[src/rtl/alu_mdu_pkg.sv]
// alu_mdu_pkg: EXE-stage ALU/MDU opcodes and multiply/divide kind encoding.
// Shared by alu_mdu (top) and mdu_iter (iterative multiply/divide datapath).
package alu_mdu_pkg;

   localparam logic [4:0] EXE_ALU_ADD   = 5'd0;
   localparam logic [4:0] EXE_ALU_SUB   = 5'd1;
   localparam logic [4:0] EXE_ALU_AND   = 5'd2;
   localparam logic [4:0] EXE_ALU_OR    = 5'd3;
   localparam logic [4:0] EXE_ALU_XOR   = 5'd4;
   localparam logic [4:0] EXE_ALU_NOR   = 5'd5;
   localparam logic [4:0] EXE_ALU_SLT   = 5'd6;
   localparam logic [4:0] EXE_ALU_SLTU  = 5'd7;
   localparam logic [4:0] EXE_ALU_SLL   = 5'd8;
   localparam logic [4:0] EXE_ALU_SRL   = 5'd9;
   localparam logic [4:0] EXE_ALU_SRA   = 5'd10;
   localparam logic [4:0] EXE_ALU_SLLV  = 5'd11;
   localparam logic [4:0] EXE_ALU_SRLV  = 5'd12;
   localparam logic [4:0] EXE_ALU_SRAV  = 5'd13;
   localparam logic [4:0] EXE_ALU_LUI   = 5'd14;
   localparam logic [4:0] EXE_ALU_MULT  = 5'd15;
   localparam logic [4:0] EXE_ALU_MULTU = 5'd16;
   localparam logic [4:0] EXE_ALU_DIV   = 5'd17;
   localparam logic [4:0] EXE_ALU_DIVU  = 5'd18;
   localparam logic [4:0] EXE_ALU_MFHI  = 5'd19;
   localparam logic [4:0] EXE_ALU_MFLO  = 5'd20;
   localparam logic [4:0] EXE_ALU_MTHI  = 5'd21;
   localparam logic [4:0] EXE_ALU_MTLO  = 5'd22;

   typedef enum logic [1:0] {
      MduMult  = 2'd0,
      MduMultu = 2'd1,
      MduDiv   = 2'd2,
      MduDivu  = 2'd3
   } mdu_kind_e;

   function automatic logic is_mdu_op(input logic [4:0] op);
      return (op == EXE_ALU_MULT) || (op == EXE_ALU_MULTU) ||
             (op == EXE_ALU_DIV)  || (op == EXE_ALU_DIVU);
   endfunction

   function automatic mdu_kind_e mdu_kind(input logic [4:0] op);
      case (op)
         EXE_ALU_MULTU: return MduMultu;
         EXE_ALU_DIV:   return MduDiv;
         EXE_ALU_DIVU:  return MduDivu;
         default:       return MduMult;
      endcase
   endfunction

endpackage

[src/rtl/mdu_iter.sv]
// mdu_iter: iterative multiply (shift-add) / divide (restoring), one bit per clock.
// Ports:
//   clk, rst      clock, synchronous active-high reset
//   flush         abort an operation in flight (no done)
//   start         begin an operation (only honoured when idle)
//   kind          mdu_kind_e encoding: MULT, MULTU, DIV, DIVU
//   a, b          operands, sampled on the start edge
//   idle          no operation in flight
//   done          asserted in the FIX state; hi/lo carry the final values
//   hi, lo        product {hi,lo} or remainder/quotient, sign-corrected
module mdu_iter import alu_mdu_pkg::*; #(
   parameter int unsigned WIDTH = 32
) (
   input  logic             clk,
   input  logic             rst,
   input  logic             flush,
   input  logic             start,
   input  logic [1:0]       kind,
   input  logic [WIDTH-1:0] a,
   input  logic [WIDTH-1:0] b,
   output logic             idle,
   output logic             done,
   output logic [WIDTH-1:0] hi,
   output logic [WIDTH-1:0] lo
);

   localparam int unsigned CntW = $clog2(WIDTH) + 1;

   typedef enum logic [1:0] {StIdle, StMul, StDiv, StFix} state_e;

   state_e           state_q, state_d;
   logic [CntW-1:0]  cnt_q, cnt_d;
   // Multiply: {acc_hi,acc_lo} is the partial product / multiplier.
   // Divide: acc_hi is the partial remainder, acc_lo the dividend/quotient.
   logic [WIDTH-1:0] acc_hi_q, acc_hi_d;
   logic [WIDTH-1:0] acc_lo_q, acc_lo_d;
   logic [WIDTH-1:0] opnd_q, opnd_d;
   logic             negq_q, negq_d;
   logic             negr_q, negr_d;
   logic             div0_q, div0_d;
   logic             isdiv_q, isdiv_d;

   mdu_kind_e        kind_e;
   logic             is_signed, is_div, a_neg, b_neg;
   logic [WIDTH-1:0] a_abs, b_abs;
   logic [WIDTH:0]   msum;
   logic [WIDTH:0]   dshift;
   logic [WIDTH+1:0] ddiff;
   logic [2*WIDTH-1:0] prod_fix;
   logic [WIDTH-1:0]   quot_fix, rem_fix;

   assign kind_e    = mdu_kind_e'(kind);
   assign is_signed = (kind_e == MduMult) || (kind_e == MduDiv);
   assign is_div    = (kind_e == MduDiv) || (kind_e == MduDivu);
   assign a_neg     = is_signed & a[WIDTH-1];
   assign b_neg     = is_signed & b[WIDTH-1];
   assign a_abs     = a_neg ? -a : a;
   assign b_abs     = b_neg ? -b : b;

   assign msum   = {1'b0, acc_hi_q} + (acc_lo_q[0] ? {1'b0, opnd_q} : '0);
   assign dshift = {acc_hi_q, acc_lo_q[WIDTH-1]};
   assign ddiff  = {1'b0, dshift} - {2'b00, opnd_q};

   always_ff @(posedge clk) begin
      if (rst) begin
         state_q  <= StIdle;
         cnt_q    <= '0;
         acc_hi_q <= '0;
         acc_lo_q <= '0;
         opnd_q   <= '0;
         negq_q   <= 1'b0;
         negr_q   <= 1'b0;
         div0_q   <= 1'b0;
         isdiv_q  <= 1'b0;
      end else begin
         state_q  <= state_d;
         cnt_q    <= cnt_d;
         acc_hi_q <= acc_hi_d;
         acc_lo_q <= acc_lo_d;
         opnd_q   <= opnd_d;
         negq_q   <= negq_d;
         negr_q   <= negr_d;
         div0_q   <= div0_d;
         isdiv_q  <= isdiv_d;
      end
   end

   always_comb begin
      state_d  = state_q;
      cnt_d    = cnt_q;
      acc_hi_d = acc_hi_q;
      acc_lo_d = acc_lo_q;
      opnd_d   = opnd_q;
      negq_d   = negq_q;
      negr_d   = negr_q;
      div0_d   = div0_q;
      isdiv_d  = isdiv_q;
      unique case (state_q)
         StIdle: begin
            if (start && !flush) begin
               cnt_d    = CntW'(WIDTH);
               acc_hi_d = '0;
               acc_lo_d = is_div ? a_abs : b_abs;
               opnd_d   = is_div ? b_abs : a_abs;
               negq_d   = a_neg ^ b_neg;
               negr_d   = a_neg;
               div0_d   = (b == '0);
               isdiv_d  = is_div;
               state_d  = is_div ? StDiv : StMul;
            end
         end
         StMul: begin
            if (flush) begin
               state_d = StIdle;
            end else begin
               {acc_hi_d, acc_lo_d} = {msum, acc_lo_q[WIDTH-1:1]};
               cnt_d = cnt_q - CntW'(1);
               if (cnt_q == CntW'(1)) state_d = StFix;
            end
         end
         StDiv: begin
            if (flush) begin
               state_d = StIdle;
            end else begin
               // Non-negative trial difference means the divisor fits: quotient bit 1.
               if (!ddiff[WIDTH+1]) begin
                  acc_hi_d = ddiff[WIDTH-1:0];
                  acc_lo_d = {acc_lo_q[WIDTH-2:0], 1'b1};
               end else begin
                  acc_hi_d = dshift[WIDTH-1:0];
                  acc_lo_d = {acc_lo_q[WIDTH-2:0], 1'b0};
               end
               cnt_d = cnt_q - CntW'(1);
               if (cnt_q == CntW'(1)) state_d = StFix;
            end
         end
         StFix: begin
            state_d = StIdle;
         end
         default: state_d = StIdle;
      endcase
   end

   assign prod_fix = negq_q ? -{acc_hi_q, acc_lo_q} : {acc_hi_q, acc_lo_q};
   assign quot_fix = negq_q ? -acc_lo_q : acc_lo_q;
   // Divide by zero leaves |a| in the remainder; the remainder sign fix restores a.
   assign rem_fix  = negr_q ? -acc_hi_q : acc_hi_q;

   assign idle = (state_q == StIdle);
   assign done = (state_q == StFix) && !flush;
   assign hi   = isdiv_q ? rem_fix : prod_fix[2*WIDTH-1:WIDTH];
   assign lo   = isdiv_q ? (div0_q ? '1 : quot_fix) : prod_fix[WIDTH-1:0];

endmodule

[src/rtl/alu_mdu.sv]
// alu_mdu: registered EXE-stage ALU with iterative multiply/divide into HI/LO.
// Ports:
//   clk, rst        clock, synchronous active-high reset
//   flush           abort in-flight multicycle op; blocks acceptance when idle
//   in_valid        operation presented
//   in_ready        unit idle and able to accept
//   oper, a, b      opcode (EXE_ALU_*), operand A / shift amount, operand B / shifted value
//   out_valid       one-cycle pulse when result or HI/LO updated
//   result          registered single-cycle result
//   hi, lo          HI/LO registers
//   busy            ~in_ready
module alu_mdu import alu_mdu_pkg::*; #(
   parameter int unsigned WIDTH   = 32,
   parameter int unsigned SHAMT_W = 5
) (
   input  logic             clk,
   input  logic             rst,
   input  logic             flush,
   input  logic             in_valid,
   output logic             in_ready,
   input  logic [4:0]       oper,
   input  logic [WIDTH-1:0] a,
   input  logic [WIDTH-1:0] b,
   output logic             out_valid,
   output logic [WIDTH-1:0] result,
   output logic [WIDTH-1:0] hi,
   output logic [WIDTH-1:0] lo,
   output logic             busy
);

   logic [WIDTH-1:0] result_q, hi_q, lo_q;
   logic             out_valid_q;
   logic [WIDTH-1:0] alu_res;
   logic [SHAMT_W-1:0] shamt;
   logic             accept, acc_single, acc_mdu;
   logic             iter_idle, iter_done;
   logic [WIDTH-1:0] iter_hi, iter_lo;
   logic [1:0]       kind_sel;

   assign accept     = in_valid && in_ready && !flush;
   assign acc_mdu    = accept && is_mdu_op(oper);
   assign acc_single = accept && !is_mdu_op(oper);
   assign kind_sel   = mdu_kind(oper);
   assign shamt      = a[SHAMT_W-1:0];

   mdu_iter #(
      .WIDTH(WIDTH)
   ) u_mdu_iter (
      .clk   (clk),
      .rst   (rst),
      .flush (flush),
      .start (acc_mdu),
      .kind  (kind_sel),
      .a     (a),
      .b     (b),
      .idle  (iter_idle),
      .done  (iter_done),
      .hi    (iter_hi),
      .lo    (iter_lo)
   );

   always_comb begin
      alu_res = '0;
      case (oper)
         EXE_ALU_ADD:  alu_res = a + b;
         EXE_ALU_SUB:  alu_res = a - b;
         EXE_ALU_AND:  alu_res = a & b;
         EXE_ALU_OR:   alu_res = a | b;
         EXE_ALU_XOR:  alu_res = a ^ b;
         EXE_ALU_NOR:  alu_res = ~(a | b);
         EXE_ALU_SLT:  alu_res = {{(WIDTH-1){1'b0}}, ($signed(a) < $signed(b))};
         EXE_ALU_SLTU: alu_res = {{(WIDTH-1){1'b0}}, (a < b)};
         EXE_ALU_SLL,
         EXE_ALU_SLLV: alu_res = b << shamt;
         EXE_ALU_SRL,
         EXE_ALU_SRLV: alu_res = b >> shamt;
         EXE_ALU_SRA,
         EXE_ALU_SRAV: alu_res = WIDTH'($signed(b) >>> shamt);
         EXE_ALU_LUI:  alu_res = {b[WIDTH/2-1:0], {(WIDTH/2){1'b0}}};
         EXE_ALU_MFHI: alu_res = hi_q;
         EXE_ALU_MFLO: alu_res = lo_q;
         // Moves to HI/LO leave the result register untouched.
         EXE_ALU_MTHI,
         EXE_ALU_MTLO: alu_res = result_q;
         default:      alu_res = '0;
      endcase
   end

   always_ff @(posedge clk) begin
      if (rst) begin
         result_q    <= '0;
         hi_q        <= '0;
         lo_q        <= '0;
         out_valid_q <= 1'b0;
      end else begin
         out_valid_q <= 1'b0;
         if (acc_single) begin
            result_q    <= alu_res;
            out_valid_q <= 1'b1;
            if (oper == EXE_ALU_MTHI) hi_q <= a;
            if (oper == EXE_ALU_MTLO) lo_q <= a;
         end
         if (iter_done) begin
            hi_q        <= iter_hi;
            lo_q        <= iter_lo;
            out_valid_q <= 1'b1;
         end
      end
   end

   assign in_ready  = iter_idle;
   assign busy      = ~iter_idle;
   assign out_valid = out_valid_q;
   assign result    = result_q;
   assign hi        = hi_q;
   assign lo        = lo_q;

endmodule

[config.mk]
export PLATFORM = sky130hd
export DESIGN_NAME = alu_mdu
export DESIGN_NICKNAME = d
export VERILOG_FILES = /design/src/rtl/alu_mdu_pkg.sv /design/src/rtl/mdu_iter.sv /design/src/rtl/alu_mdu.sv
export SDC_FILE = /design/constraint.sdc
export NUM_CORES = 1
export LEC_CHECK = 0
export BUFFER_PORTS_ARGS = -buffer_cell sky130_fd_sc_hd__buf_2
export CAP_MARGIN = 25
export CORE_UTILIZATION = 30
export CTS_CLUSTER_DIAMETER = 150
export DETAILED_ROUTE_END_ITERATION = 12
export GPL_TIMING_DRIVEN = 0
export PLACE_DENSITY = 0.51
export SLEW_MARGIN = 0
export SYNTH_ARGS = -nofsm -noshare
export SYNTH_HDL_FRONTEND = slang
export SYNTH_HIERARCHICAL = 1
export SYNTH_SLANG_ARGS = --single-unit
[constraint.sdc]
create_clock -name clk -period 4.8 [get_ports clk]
set_input_delay 0 -clock clk [delete_from_list [all_inputs] [get_ports clk]]
set_output_delay 0 -clock clk [all_outputs]
set_load 0.01 [all_outputs]
# Word-level counts from Yosys, hierarchy flattened
# Cells that the tools add are included.
# op_classes
shifts,3
n_bitwise,9
magnitude_cmp,2
add_sub_neg,10
mux,39
eq_ne,33
reduce_logical,34
# op_table
cell,count
32-bit 2-to-1 mux,23
32-bit one-hot mux with 15 select lines,1
32-bit one-hot mux with 3 select lines,2
32-bit negator,4
32-bit < comparator,2
64-bit 2-to-1 mux,1
64-bit negator,1
"5-bit by 4-bit equality test with 1-bit output, second input constant",8
"5-bit equality test, second input constant",7
33-bit by 32-bit subtractor with 34-bit output,1
32-bit by 33-bit adder with 33-bit output,1
32-bit adder,1
32-bit AND,1
32-bit zero test,1
32-bit inverter,1
32-bit OR,1
32-bit by 5-bit << shifter with 32-bit output,1
32-bit by 5-bit right shift with 32-bit output,1
32-bit by 5-bit >>> shifter with 32-bit output,1
32-bit subtractor,1
32-bit XOR,1
"5-bit by 3-bit equality test with 1-bit output, second input constant",4
6-bit 2-to-1 mux,2
2-bit one-hot mux with 3 select lines,2
26 further kinds,61
# totals
reg_bits,205
wordCells,143

# Logic depth before layout (Yosys ltp)
# Gate-level depths: netlist (run 1).
# depth
word_depth,9
ltp_mapped,15
mapped_depth_nobuf,14

# By module
# The synthesis (run 1) kept the hierarchy.
# by_module_without_submodules
module,area_each_um2,seq_area_each_um2,cells_each,instances
alu_mdu,13808.2,1941.9,1892,1
mdu_iter,11890.2,2162.1,1684,1

# Least setup slack after synthesis (run 1)
# No wires, ideal clock.
# synth_timing
kind,input port to flip-flop
from,input port a[2]
to,"register result_q[26], in the netlist result[26]"
setup_slack_ns,1.551
t_arrival_ns,3.111
n_path_buf,3
cell_stages,14
setup_ns,0.139
path_cell_list,inv_1 -> buf_2 -> buf_2 -> clkbuf_1 -> ha_1 -> o21ba_2 -> nor4_2 -> nor4_2 -> or3_4 -> o211ai_4 -> a21oi_2 -> xnor2_1 -> a2111oi_2 -> a221oi_2
# synth_via
elab_chain_len,2
elab_cells_between_ends,6
cone_classes,add/sub: 2; shift: 3; mux: 1
# synth_rtl
element,line,source
from (decl),alu_mdu.sv:22,"input logic [WIDTH-1:0] a,"
32-bit subtractor (tied with other cells),alu_mdu.sv:66,EXE_ALU_SUB: alu_res = a - b;
32-bit one-hot mux with 15 select lines (*),alu_mdu.sv:64,case (oper)
to (signal assigned),alu_mdu.sv:98,result_q <= alu_res;
to (decl),alu_mdu.sv:31,"logic [WIDTH-1:0] result_q, hi_q, lo_q;"
# Every way passes the cells marked *; elsewhere a longest branch is shown, timed or not.
# A chain may end at the register's enable or synchronous reset.

# Worst setup path in the final report (run 1)
# layout_timing
from,input port a[0]
to,"register result_q[16], in the netlist result[16]"
# Same word-level chain as after synthesis.

==> results.py, run 1 <==
metrics = {
    "status": {
        "status": "complete, no violations",
    },
    "grt": {
        "grt.total_usage_pct": 36.1,
        "antenna_found_initial": 6,
        "grt_max_degree": 16,
        "first_global_vias": 28887,
        "busiest_layer": "met2",
        "grt_pass1_wl_um": 224000,
        "gr-usage-met3_pct": 7.39,
        "overflow": 0,
        "grtUsageMet1_pct": 48.2,
        "globalRouteMet2Util_pct": 53.4,
    },
    "worst_setup_path": {
        "cp.arrival_ps": 5140,
        "reg2reg_to": "u_mdu_iter/acc_hi_q[27]",
        "cp_max_fo": 11,
        "crit_type": "input port to flip-flop",
        "reg2reg_depth": 14,
        "crit_family": "compound AO/OA/AOI/OAI gates",
        "path_depth": 16,
        "critical_path_buf_inv_count": 6,
        "setup.worst_path.start_class": "input port",
        "slowest_delay_ps": 560,
        "crit_path_cell_trace": "dlygate4sd3_1 -> buf_2 -> buf_6 -> inv_1 -> buf_4 -> buf_2 -> ha_1 -> fa_1 -> o21ba_2 -> nor4_2 -> nor4_2 -> o41ai_1 -> a31oi_1 -> a221o_1 -> a221oi_1 -> nor3_1",
        "reg2reg_slack_ps": 350,
        "slowest_stage": "o41ai_1",
        "endpoint": "result[16]",
        "crit_start": "a[0]",
        "cp.required_ps": 5260,
        "cp-end-kind": "flip-flop",
        "r2r_start": "u_mdu_iter/acc_lo_q[0]",
    },
    "final_layout": {
        "postLayoutCoreUtil_pct": 34.6,
        "stdcell_area_um2": 29200,
        "mostFrequentLayoutCells": "455 x nor2_1, 388 x a21oi_1, 304 x nand2_1, 214 x o21ai_0, 206 x buf_2",
        "stdcell_count": 4954,
        "area_growth_pct": 13.5,
        "seq_area_um2": 4100,
        "final_nets": 4041,
        "final_common_cell": "nor2_1",
        "fillers": 9230,
        "multiInputGateArea_um2": 19800,
        "drive_gt1_share_pct": 9.93,
    },
    "synth": {
        "synthAdderAreaFrac_pct": 8.59,
        "yosysSeqAreaShare_pct": 16.0,
        "synth_edf_count": 0,
        "synth-seq-cells": 205,
        "synth_compound_area_share_pct": 31.1,
        "synth_cell_types": 105,
        "netlist_area_um2": 25700,
        "synthXorXnorAreaFrac_pct": 6.20,
        "syn_inst": 3576,
        "yosys.area_share.simple_pct": 20.7,
        "synth_nets": 3823,
        "synthMuxAreaShare_pct": 10.3,
        "async_reset_ff_share_pct": 0,
        "synth_top_family_by_area": "compound AO/OA/AOI/OAI gates",
        "synth_ff_type": "dfxtp_1",
        "syn_area_per_cell_um2": 7.19,
        "yosys_warnings": 6,
    },
    "timing": {
        "tightest_slew_ps": 1220,
        "drv_slew": 0,
        "worst_clock_skew_ps": 20.9,
        "fin_ws_ps": 117,
        "final-hold-violation-count": 0,
        "fin_crit_sh_pct": 97.6,
        "relSlewSlack_pct": 18.4,
        "setup_viol": 0,
        "rsz0062_at_grt": "no",
        "fmax_mhz": 214,
        "tns_ps": 0,
        "period_needed_ps": 4680,
    },
    "clock_tree": {
        "cts_tree": "done",
        "numClockSinks": 205,
        "clk_path_buf_depth": 3,
        "worstSkewPairLatency_ps": 620,
        "cts-root-buf": "clkbuf_16",
        "htreeDepth": 1,
        "cts_setup_buffers": 0,
        "clkTransAtPathRegs_ps": 60,
        "cts_buffers": 29,
    },
    "die": {
        "std_cell_rows": 106,
        "fp.dieH_um": 295,
        "design.portCount": 172,
        "core-area_um2": 84200,
        "die_w_um": 295,
        "start_util_pct": 30.5,
        "design.die.area_um2": 86800,
    },
    "place": {
        "placed_cells": 4881,
        "place_area_um2": 28000,
        "placement.io_buffers": 169,
        "place_congestion": 1.05,
        "dp_hpwl_um": 128000,
        "dp_worst_setup_slack_ps": -181,
    },
    "pwr": {
        "ir_drop_v": 0.000292,
        "power_density_nw_per_um2": 290,
        "p_leak_nw": 12.3,
    },
    "detailed_routing": {
        "drt_iter0_drc": 4097,
        "ant_nets": 0,
        "wl_per_cell_um": 32.7,
        "routed_wl_um": 162000,
        "num_vias": 30999,
        "vias_per_cell": 6.26,
        "drc_errors": 0,
        "dr.pass1.iters": 9,
    },
    "worst_hold_path": {
        "hp-class": "input port to flip-flop",
    },
    "run": {
        "cap_violations": 0,
    },
}
metrics by stage:
stage | hold WS [ps] | total power [mW]
5_1_grt | 51.1 | 8.72
2_1_floorplan | 164 | 4.38
4_1_cts | 1.28 | 8.29
3_5_place_dp | 403 | 5.90
3_3_place_gp | 396 | 5.91
6_report | 29.7 | 8.45
what timing repair did:
action / in CTS / in global routing
gates cloned: 0 / 0
hold buffers: 15 / 0
endpoints found under the setup margin: 2 / 2
gates resized for setup: 1 / 3
hold endpoints to repair: 20 / 0
logic make-up (layout without fill, tap and decap cells):
logic type / after synthesis / after routing
AOI/OAI and AO/OA: 1217 / 1217
buffers and inverters: 436 / 675
xor gates and xnor gates: 182 / 182
other: 0 / 5
muxes: 206 / 206
and+or+nand+nor: 1156 / 1156
adders and majority gates: 174 / 174
DFF: 205 / 205
state kept, by name, summed over array words and instances (netlist names), 2 cells and up:
register and cells:
u_mdu_iter/acc_lo_q 32, u_mdu_iter/opnd_q 32, u_mdu_iter/state_q 2, result 32
hi 32, lo 32, u_mdu_iter/acc_hi_q 32, u_mdu_iter/cnt_q 6
Yosys cell counts, drive strengths merged, types with 20 or more instances:
cell / count / area [um^2]
o21bai: 29 / 218
mux2i: 147 / 1470
a21o: 53 / 398
a21oi: 393 / 1990
and2: 20 / 125
xnor2: 101 / 885
buf: 76 / 477
a221o: 30 / 300
inv: 163 / 612
dfxtp: 205 / 4100
a31oi: 41 / 263
mux4: 40 / 965
and3: 24 / 150
nand2b: 33 / 221
clkbuf: 191 / 718
o211ai: 50 / 389
nor4: 31 / 228
a211oi: 39 / 303
a22oi: 63 / 473
xor2: 81 / 709
ha: 170 / 2130
nor2b: 29 / 181
nor2: 455 / 1710
a221oi: 49 / 442
nand2: 306 / 1150
nand4: 29 / 181
or3: 32 / 205
nand3: 75 / 385
o21ai: 232 / 1160
a22o: 20 / 175
o31ai: 33 / 248
nor3: 72 / 360
worst min-delay path by stage:
stage,start,end,slack (ps),cells past startpoint
2_1_floorplan,b[0],u_mdu_iter/opnd_q[0],160,2
4_1_cts,a[22],lo[22],1,5
3_3_place_gp,out_valid,out_valid,400,1
6_report,a[10],lo[10],30,5
5_1_grt,in_valid,out_valid,50,5
3_5_place_dp,out_valid,out_valid,400,1
per-layer routing:
layer / share of wire [%] / vias up / routed length, um
met5: 0.017 / - / 27
met4: 7.1 / 4 / 11500
met3: 9.9 / 396 / 15900
met2: 41 / 1893 / 66700
met1: 42 / 15109 / 67700
li1: - / 13597 / -
report_power, final:
group	leakage (nW)	total, mW	switching, mW	internal, mW
clock network	0.493	2.38	1.00	1.38
registers	1.66	2.00	0.172	1.83
logic	10.1	4.07	2.86	1.21
total	12.3	8.45	4.03	4.42
layout make-up:
cell class / count / share of cell area (%)
multi-input cells: 2935 / 67.8
flip-flops and latches: 205 / 14.1
well taps: 1134 / 4.86
plain buffers: 267 / 4.10
repair buffers: 187 / 3.48
clock buffers: 40 / 2.87
inverters: 169 / 2.18
clock inverters: 12 / 0.562
diodes: 5 / 0.0429
tightest hold or removal path, delay by kind of cell:
kind | cells | cell delay, ps
compound gates | 1 | 110
buf+inv | 1 | 200
mux | 1 | 180
simple gates | 2 | 100
No activity file was read; power rests on OpenSTA's default activity.
==> run 2: changes to the inputs <==
--- a/config.mk
+++ b/config.mk
@@ -5,8 +5,9 @@
 export SDC_FILE = /design/constraint.sdc
 export NUM_CORES = 1
 export LEC_CHECK = 0
+export ABC_AREA = 1
 export BUFFER_PORTS_ARGS = -buffer_cell sky130_fd_sc_hd__buf_2
-export CAP_MARGIN = 25
+export CAP_MARGIN = 40
 export CORE_UTILIZATION = 30
 export CTS_CLUSTER_DIAMETER = 150
 export DETAILED_ROUTE_END_ITERATION = 12
==> constraint.sdc (replaced) <==
create_clock -name clk -period 4.8 [get_ports clk]
set_input_delay 0 -clock clk [delete_from_list [all_inputs] [get_ports clk]]
set_output_delay 0 -clock clk [all_outputs]
set_load 0.005 [all_outputs]
==> run 2 against run 1 <==
Net effect: register-to-register slack better by 120 ps; power up 8.2%; global-route usage rose by 1.1 points; design area is 15% higher; die area grew 17%; clock skew down 1.6 ps; clock-buffer cell count decreased by 2; sequential cell count is the same; utilization is 0.60 points lower; highest routed layer unchanged; sequential share of layout area down 1.9 points; critical endpoint is now u_mdu_iter/opnd_q[0]; hold slack gained 14 ps.
==> results.py, run 2 <==
metrics = {
    "final_layout": {
        "final_nets": 6134,
        "final_common_cell": "nand2_1",
        "mostFrequentLayoutCells": "1,985 x nand2_1, 731 x inv_1, 686 x nand3_1, 491 x nor2_1, 271 x a21oi_1",
        "drive_gt1_share_pct": 6.70,
        "area_growth_pct": 11.8,
        "stdcell_count": 7198,
    },
    "run": {
        "cap_violations": 0,
    },
    "grt": {
        "grt_pass1_wl_um": 274000,
        "grt.total_usage_pct": 37.3,
        "overflow": 0,
        "antenna_found_initial": 12,
        "first_global_vias": 36935,
        "grt_max_degree": 15,
    },
    "timing": {
        "tns_ps": 0,
        "period_needed_ps": 4330,
        "relSlewSlack_pct": 33.8,
        "rsz0062_at_grt": "no",
        "fin_crit_sh_pct": 90.2,
        "setup_viol": 0,
        "tightest_slew_ps": 993,
        "drv_slew": 0,
        "worst_clock_skew_ps": 19.3,
        "fmax_mhz": 231,
        "final-hold-violation-count": 0,
    },
    "worst_setup_path": {
        "reg2reg_to": "u_mdu_iter/opnd_q[0]",
        "setup.worst_path.start_class": "flip-flop",
        "reg2reg_slack_ps": 470,
        "crit_start": "u_mdu_iter/state_q[0]",
        "reg2reg_depth": 14,
        "cp.arrival_ps": 4860,
        "crit_type": "flip-flop to flip-flop",
        "r2r_start": "u_mdu_iter/state_q[0]",
        "cp.required_ps": 5330,
        "cp_max_fo": 10,
        "cp-end-kind": "flip-flop",
    },
    "synth": {
        "synthTopCellsByCount": "1,985 x nand2_1, 731 x inv_1, 686 x nand3_1, 491 x nor2_1, 271 x a21oi_1",
        "syn_inst": 5680,
        "syn_area_per_cell_um2": 5.30,
        "synthTopCellsByArea": "nand2_1 25%, dfxtp_1 14%, nand3_1 11%",
        "yosysSeqAreaShare_pct": 13.6,
        "netlist_area_um2": 30100,
        "yosys_warnings": 6,
        "async_reset_ff_share_pct": 0,
        "synth_nets": 5927,
        "synth_top_cell_by_area": "nand2_1",
        "yosys.cell_count.top_type": "nand2_1",
        "synth_edf_count": 0,
        "netlist.area_leader.share_pct": 24.8,
        "synth_cell_types": 59,
        "synth-seq-cells": 205,
        "synth_ff_type": "dfxtp_1",
    },
    "die": {
        "core-area_um2": 98900,
        "start_util_pct": 30.4,
        "design.die.area_um2": 102000,
        "fp.dieH_um": 319,
        "die_w_um": 319,
        "std_cell_rows": 115,
        "design.portCount": 172,
    },
    "detailed_routing": {
        "drt_iter0_drc": 5739,
        "dr.pass1.iters": 6,
        "drc_errors": 0,
        "num_vias": 41040,
        "wl_per_cell_um": 27.3,
        "vias_per_cell": 5.70,
        "routed_wl_um": 196000,
        "ant_nets": 0,
    },
    "status": {
        "status": "complete, no violations",
    },
    "clock_tree": {
        "cts-root-buf": "clkbuf_16",
        "worstSkewPairLatency_ps": 610,
        "clk_path_buf_depth": 3,
        "clkTransAtPathRegs_ps": 70,
        "cts_tree": "done",
        "cts_buffers": 27,
        "ctsResizeCount": 0,
        "htreeDepth": 1,
        "numClockSinks": 205,
    },
    "pwr": {
        "swShare_pct": 51.1,
        "internal_power_mw": 4.47,
        "p_clk_share_pct": 25.1,
        "p_seq_share_pct": 21.0,
        "combPwrFrac_pct": 53.9,
        "p_leak_nw": 17.1,
        "power_density_nw_per_um2": 272,
        "ir_drop_v": 0.000237,
        "netSwitchingPower_mw": 4.67,
    },
    "worst_hold_path": {
        "hold_depth": 5,
        "hp-class": "input port to flip-flop",
        "min-delay-start": "b[31]",
        "min_to": "u_mdu_iter/opnd_q[31]",
    },
    "place": {
        "placed_cells": 7140,
        "dp_hpwl_um": 165000,
        "place_congestion": 1.08,
        "placement.io_buffers": 170,
    },
}
==> run 2: changes by cell type after synthesis, moves of 36 or more <==
cell	previous run	this run
nand4_1	29	67
xnor2_1	101	23
mux2i_1	147	0
a21oi_1	388	271
inv_1	161	731
nor2_1	455	491
a31oi_1	40	77
a21o_1	53	3
a221oi_1	47	2
a22oi_1	63	19
nand2_1	304	1985
nand3_1	73	686
clkbuf_1	190	132
o21ai_0	214	250
==> run 2: final cells by class <==
cell class                 count  area (um^2)
buffer                       234         1020
timing repair buffer         178          932
sequential                   205         4100
multi-input combinational   4493        22200
clock inverter                11          189
clock buffer                  38          807
fill                       11522        65200
inverter                     748         2810
antenna                        4         10.0
tap                         1287         1610
==> run 2: worst max-delay path: stages (launching register included) <==
cell and delay [ps]:
dfxtp_1 340, inv_1 80, ha_1 390, inv_1 100, nor3_1 180, buf_2 230, a21boi_0 480, inv_1 190
nor2_1 180, nand2_1 280, nor2_2 460, clkbuf_1 490, nand2_1 130, a31oi_1 140, dlygate4sd3_1 560
==> run 2: cells by family after synthesis <==
logic type,synth area share [%]
AOI/OAI and AO/OA,15.5
xor gates and xnor gates,2.82
adders and majority gates,7.33
buffers and inverters,12.7
DFF,13.6
and+or+nand+nor,48.0
==> run 2: how the worst max path moves through the flow <==
stage	endpoint	cells after the start	slack [ps]
CTS	u_mdu_iter/opnd_q[0]	14	480
floorplan	u_mdu_iter/acc_hi_q[31]	18	2200
finish	u_mdu_iter/opnd_q[0]	14	470
detailed placement	result[9]	19	530
global placement	result[7]	16	310
global route	u_mdu_iter/opnd_q[0]	14	60
==> run 2: routing by layer <==
metal,vias up,global-route usage (%),wire length (um)
met5,-,0,52
met4,8,15.3,9360
met3,371,6.73,22100
met2,2537,54.0,78800
met1,19350,53.5,86000
li1,18774,-,-
==> run 2: power groups by stage <==
stage	Combinational, mW	Sequential [mW]	Clock (mW)
after global routing	5.25	1.93	2.39
after floorplan	3.01	1.90	0
after global placement	4.71	1.95	0
final	4.92	1.92	2.29
after detailed placement	4.69	1.95	0
after CTS	4.72	1.91	2.32
==> run 2: per-stage QoR <==
| step | setup WS, ps | hold WS (ps) | instance area [um^2] | power (mW) | util [%] |
|---|---|---|---|---|---|
| 6_report | 472 | 43.5 | 33600 | 9.14 | 34.0 |
| 5_1_grt | 56.0 | 46.0 | 33600 | 9.57 | 34.0 |
| 4_1_cts | 475 | 0.0961 | 33600 | 8.95 | 34.0 |
| 3_5_place_dp | 526 | 386 | 32600 | 6.64 | 33.0 |
| 3_3_place_gp | 307 | 390 | 32600 | 6.66 | 32.9 |
| 2_1_floorplan | 2200 | 159 | 30100 | 4.91 | - |
==> run 2: what timing repair did <==
action                                 in CTS  in global routing
setup buffers                               0                  0
endpoints found under the hold margin       8                  0
hold buffers                                5                  0
